File: src/rtl/spi_bus_arbiter.sv
// spi_bus_arbiter: round-robin SPI host sharing with chip-select gap and hold timeout
module spi_bus_arbiter #(
  parameter int NumReq = 2,
  parameter int GapCycles = 4,
  parameter int TimeoutCycles = 65535,
  localparam int Ow = (NumReq > 1) ? $clog2(NumReq) : 1
) (
  input  logic              clk_i,
  input  logic              rst_i,
  input  logic [NumReq-1:0] req_i,
  input  logic [NumReq-1:0] done_i,
  output logic [NumReq-1:0] gnt_o,
  output logic [NumReq-1:0] cs_no,
  output logic [Ow-1:0]     owner_o,
  output logic              busy_o,
  output logic              timeout_o,
  output logic [Ow-1:0]     timeout_id_o
);
  typedef enum logic [1:0] {IDLE, GRANT, GAP} state_e;
  state_e state;
  logic [Ow-1:0] ptr, win;
  logic [15:0] hold_cnt;
  logic [3:0] gap_cnt;
  logic rel, expire;
  function automatic logic [Ow-1:0] pick(input logic [NumReq-1:0] r, input logic [Ow-1:0] p);
    logic [NumReq-1:0] rr;
    int i;
    pick = p;
    for (int k = NumReq - 1; k >= 0; k--) begin
      i = (int'(p) + k) % NumReq;
      rr = r >> i;
      if (rr[0]) pick = Ow'(i);
    end
  endfunction
  always_comb begin
    win = pick(req_i, ptr);
    rel = done_i[owner_o] | ~req_i[owner_o];
    expire = (TimeoutCycles != 0) && (hold_cnt == 16'(TimeoutCycles - 1));
  end
  always_ff @(posedge clk_i or posedge rst_i) begin
    if (rst_i) begin
      state <= IDLE;
      gnt_o <= '0;
      cs_no <= '1;
      owner_o <= '0;
      busy_o <= 1'b0;
      timeout_o <= 1'b0;
      timeout_id_o <= '0;
      ptr <= '0;
      hold_cnt <= '0;
      gap_cnt <= '0;
    end else begin
      timeout_o <= 1'b0;
      case (state)
        IDLE: if (|req_i) begin
          state <= GRANT;
          gnt_o <= NumReq'(1) << win;
          cs_no <= ~(NumReq'(1) << win);
          owner_o <= win;
          busy_o <= 1'b1;
          ptr <= Ow'((int'(win) + 1) % NumReq);
          hold_cnt <= '0;
        end
        GRANT: if (rel || expire) begin
          state <= (GapCycles == 0) ? IDLE : GAP;
          gnt_o <= '0;
          cs_no <= '1;
          owner_o <= '0;
          busy_o <= (GapCycles != 0);
          gap_cnt <= '0;
          // a release in the expiry cycle wins over the timeout
          timeout_o <= ~rel;
          if (!rel) timeout_id_o <= owner_o;
        end else hold_cnt <= hold_cnt + 16'd1;
        GAP: if (gap_cnt == 4'(GapCycles - 1)) begin
          state <= IDLE;
          busy_o <= 1'b0;
        end else gap_cnt <= gap_cnt + 4'd1;
        default: state <= IDLE;
      endcase
    end
  end
endmodule

File: config.mk
export PLATFORM = sky130hd
export DESIGN_NAME = spi_bus_arbiter
export DESIGN_NICKNAME = d
export VERILOG_FILES = /design/src/rtl/spi_bus_arbiter.sv
export SDC_FILE = /design/constraint.sdc
export NUM_CORES = 1
export LEC_CHECK = 0
export BUFFER_PORTS_ARGS = -buffer_cell sky130_fd_sc_hd__buf_4
export CAP_MARGIN = 20
export CORE_ASPECT_RATIO = 0.5
export CORE_MARGIN = 8
export CORE_UTILIZATION = 52
export DETAILED_ROUTE_END_ITERATION = 16
export HOLD_SLACK_MARGIN = 0.15
export PLACE_DENSITY = 0.72
export RECOVER_POWER = 100
export SLEW_MARGIN = 20
export SYNTH_ARGS = -nofsm -noshare
export SYNTH_HDL_FRONTEND = slang
export SYNTH_SLANG_ARGS = --single-unit
File: constraint.sdc
create_clock -name clk_i -period 2.04 [get_ports clk_i]
set_clock_uncertainty 0.05 [all_clocks]
set_input_delay 0.408 -clock clk_i [delete_from_list [all_inputs] [get_ports clk_i]]
set_output_delay 0.408 -clock clk_i [all_outputs]
set_load 0.02 [all_outputs]
Word-level counts from Yosys, hierarchy flattened
Index checks and enable logic that the tools add are counted.
Storage, ports and cells
  memories kept: 0
  output and inout port bits: 8
  ROM bits: 0
  memory bits (writable): 0
  latch bits: 0
  register bits: 31
Cells by class
  multipliers: 0
  reduce and logical (&&, ||, !) cells: 13
  div/mod/pow operators: 0
  muxes and demuxes: 31
  shifts and indexed selects: 3
  equal/unequal tests: 9
  add/subtract/negate cells: 4
  magnitude comparators: 1
  bitwise logic cells: 5
Operators by type and width (count)
  $mux W16: 2
  $pmux W16 S2: 1
  $shr A2 B32 Y1: 1
  $add A16 B1 Y16 const B: 1
  $eq A16 B16 Y1 const B: 1
  $reduce_and A3 Y1: 5
  $mux W2: 7
  $mux W1: 13
  $ne A2 B2 Y1 const B: 5
  $mux W4: 2
  $pmux W2 S2: 2
  $pmux W4 S2: 1
  $pmux W2 S3: 1
  $add A4 B1 Y4 const B: 1
  $eq A4 B2 Y1 const B: 1
  $reduce_and A4 Y1: 1
  $reduce_bool A2 Y1: 2
  $pmux W1 S3: 1
  $reduce_bool A3 Y1: 1
  $add A1 B1 Y1 const B: 2
  $eq A2 B1 Y1 const B: 1
  $eq A2 B2 Y1 const B: 1
  $logic_not A2 Y1: 1
  $lt A1 B2 Y1 const B: 1
  other kinds (10): 11

Logic depth before layout (Yosys ltp)
  depth in word-level cells: 9
  gate-level depth with buffers: 8
  mapped depth without buffers: 7

Worst setup path before layout
Ideal clock, no wire load.
  path type: register -> register
  start point: reg hold_cnt[0]
  end point: reg timeout_id_o
  data required time: 1.865 ns
  clock period less this slack: 1.977 ns
  library setup time: 0.125 ns
  stages on the path, launching flop included: 8
  data arrival time: 1.802 ns
  setup slack: 0.063 ns
  path through: dfrtp_1 > inv_1 > ha_1 > nand4_1 > or4_4 > buf_6 > nor2_2 > mux2_2
On the way
  word-level cells in the longest chain between the ends: 3
RTL lines
  from (decl): RTL line 22  | logic [15:0] hold_cnt;
  from (signal assigned): RTL line 74  | end else hold_cnt <= hold_cnt + 16'd1;
  $eq A16 B16 Y1: RTL line 38  | expire = (TimeoutCycles != 0) && (hold_cnt == 16'(TimeoutCycles - 1));
  $logic_or A1 B1 Y1: RTL line 64  | GRANT: if (rel || expire) begin
  $reduce_and A3 Y1 (no source line)
  to (signal assigned): RTL line 73  | if (!rel) timeout_id_o <= owner_o;
  to (decl): RTL line 17  | output logic [Ow-1:0] timeout_id_o
No other way between the ends.
A chain may end at the register's enable or synchronous reset.

Final worst setup path
  start point: reg hold_cnt[0]
  end point: reg hold_cnt[10]
On the way
  word-level cells in the longest chain between the ends: 4
RTL lines
  branches (longest 4 deep; another with $add A16 B1 Y16)
Several ways; the timed one is not identified. The select of a mux whose other input is x is not followed.

==> flow_metrics.py <==
metrics = {
    "route": {
        "topRoutingLayerUsed": "met4",
        "via_count": 1285,
        "routed-wl-met3_um": 125,
        "drt-met1-wl_mm": 1.59,
        "ant_nets": 0,
        "wire_per_inst_um": 14.6,
        "drt_iter0_drc": 63,
        "first_pass_iters": 4,
        "wirelength_mm": 3.35,
        "drcViolationCount": 0,
        "viasPerCell": 5.61,
        "wl_met2_mm": 1.60,
    },
    "worst_setup_path": {
        "arrival_ns": 2.11,
        "critPathKind": "reg2reg",
        "crit_top_cell": "nand4_1",
        "cp-start-kind": "register",
        "worstSetupEndpointType": "register",
        "path_cells": "inv_1, ha_2, nand4_1, or4_4, buf_6, nand4_1, xor2_1, nor2_1",
        "crit_buf_inv": 2,
        "crit_path_max_fanout": 5,
        "path_delay_family": "simple AND/OR/NAND/NOR gates",
        "slowest_delay_ns": 0.63,
        "crit_slowest_cell": "or4_4",
        "critical_path_required_ns": 2.16,
    },
    "status": {
        "status": "complete, but fails checks",
        "violations": "capacitance limit, slew limit",
    },
    "logic_synthesis": {
        "synthesis.area_sq_mm": 0.00153,
        "avgSynthCellArea_sq_um": 9.61,
        "syn_inst": 159,
        "synth_top_area_share_pct": 45.9,
        "synth_edf_count": 0,
        "synth_cell_type_count": 38,
        "async_flop_share_pct": 100,
        "synthFlopType": "dfrtp_1",
        "yosysWarnings": 0,
        "synth_seq_cells": 30,
        "syn-num-nets": 168,
        "seq_area_frac_synth_pct": 49.3,
        "synth.area.top_cells": "dfrtp_1 (46%), nor2_1 (4.4%), o21ai_0 (4.3%)",
        "synth_top_cell_by_area": "dfrtp_1",
    },
    "timing": {
        "hold_viol": 0,
        "worstMarginPinSlew_ns": 1.60,
        "finalCritPeriodShare_pct": 97.7,
        "relSlewSlack_pct": -6.71,
        "setup_viol": 0,
        "rsz0062_at_grt": "true",
        "min_period_ns": 1.99,
        "max_freq_mhz": 502,
        "drv_slew": 31,
    },
    "die": {
        "die-area_sq_mm": 0.00503,
        "coreArea_sq_mm": 0.00291,
        "die_x_um": 92.7,
        "start_util_pct": 52.5,
        "rows": 14,
        "ios": 14,
        "die-height_um": 54.3,
    },
    "placement": {
        "hpwl_mm": 2.28,
        "io_buffers": 13,
        "placed_cells": 218,
        "gp_congestion": 0.823,
    },
    "grt": {
        "grt_overflow_total": 0,
        "antenna_found_initial": 0,
        "grt_max_degree": 31,
        "grt_use_total_pct": 13.9,
        "grt_pass1_wl_mm": 5.49,
        "grt_pass1_vias": 1225,
    },
    "layout": {
        "finalNonFillerCells": 229,
        "area_delta_synth_final_pct": 22.8,
        "n_antenna_cell": 0,
        "fin_nets": 197,
        "drive_gt1_share_pct": 20.6,
    },
    "pwr": {
        "power_density_mw_per_mm2": 1080,
        "leakagePower_uw": 0.000849,
        "p_total_uw": 2020,
        "ir_drop_mv": 0.778,
    },
    "clocking": {
        "clk_path_buf_depth": 2,
        "cts_buffers": 5,
        "clock-sinks": 30,
        "ctsHoldBuffers": 0,
        "tritoncts": "built",
        "htreeDepth": 2,
        "insertion_delay_ns": 0.28,
        "clk_pin_slew_ns": 0.07,
        "cts_root_buffer": "clkbuf_8",
    },
    "hold_path": {
        "hp-class": "in2reg",
    },
    "job": {
        "cap_violations": 1,
    },
}
-- timing repair --
item                                    in CTS  in global routing
gates resized for setup                      0                 11
buffers inserted                             0                  2
endpoints found under the setup margin       0                 13
-- final timing paths --
| check | startpoint | slack, ns | end | cells after the start |
|---|---|---|---|---|
| worst max-delay path | hold_cnt[0]$_DFFE_PP0P_ | 0.05 | hold_cnt[10]$_DFFE_PP0P_ | 8 |
| worst min-delay path | req_i[1] | 0.33 | ptr$_DFFE_PP0P_ | 2 |
| worst max register to register | hold_cnt[0]$_DFFE_PP0P_ | 0.05 | hold_cnt[10]$_DFFE_PP0P_ | 8 |
| worst min register to register | cs_no[0]$_DFFE_PP1P_ | 0.41 | cs_no[0]$_DFFE_PP1P_ | 2 |
| max in group asynchronous | rst_i | 0.37 | hold_cnt[5]$_DFFE_PP0P_ | 3 |
| min in group asynchronous | rst_i | 0.63 | ptr$_DFFE_PP0P_ | 3 |
-- synth_stat cells (2+ instances only) --
cell type and n:
dfrtp_1 28, nor3_1 3, nand2b_1 3, nand4_1 7
xor2_1 5, o21ai_0 13, a21oi_1 4, nand4_2 2
nor4_1 6, and3_1 4, dfstp_2 2, xnor2_1 4
nor2_1 18, nand2_1 12, ha_1 3, a21o_1 4
clkbuf_1 2, inv_1 10, nand3_1 10
-- metal layers --
metal / vias up / global-route usage, %
li1: 624 / -
met1: 627 / 16.8
met2: 29 / 23.3
met3: 5 / 4.24
met4: 0 / 6.60
met5: - / 0
-- metrics by stage --
stage	TNS (ns)	utilization, %	setup WS [ns]	cell area (sq um)	hold slack [ns]
after floorplan	0	-	0.0633	1530	0.419
after global placement	0	59.3	0.0861	1720	0.410
after detailed placement	0	59.3	0.0175	1720	0.411
after CTS	0	63.0	0.0128	1830	0.156
after global routing	-0.468	64.5	-0.0433	1880	0.354
final	0	64.5	0.0468	1880	0.333
-- logic make-up after synthesis --
kind of cell / Yosys count / synth area share, %
AOI/OAI and AO/OA: 33 / 14.3
muxes: 1 / 0.737
and+or+nand+nor: 69 / 23.8
DFF: 30 / 49.3
xor gates and xnor gates: 9 / 5.16
buffers and inverters: 14 / 4.18
adders and majority gates: 3 / 2.46
-- cells in the final DEF, fill, tap and decap left out, types with 5 or more instances in the layout --
cell type	instances
buf_4	14
clkbuf_1	9
clkbuf_8	5
dfrtp_1	28
inv_1	10
nand2_1	11
nand3_1	10
nand4_1	7
nor2_1	18
nor4_1	6
o21ai_0	12
xor2_1	5
-- area by class of cell --
type	instances	area [sq um]
timing repair buffer	25	158
tap	40	50.0
sequential	30	753
clock inverter	3	40.0
inverter	10	37.5
multi-input combinational	116	768
clock buffer	5	68.8
fill	263	1030
-- sequential cells by signal, summed over array words and instances, names as in the netlist --
signal / count
gap_cnt: 4
timeout_id_o: 1
gnt_o: 2
hold_cnt: 16
ptr: 1
state: 2
timeout_o: 1
busy_o: 1
cs_no: 2
-- report_power, final --
group | total (uW) | internal [uW] | switching [uW]
logic | 643 | 243 | 400
registers | 796 | 711 | 85.0
clock network | 586 | 359 | 227
total | 2020 | 1310 | 713
No activity file was read; power rests on OpenSTA's default activity.
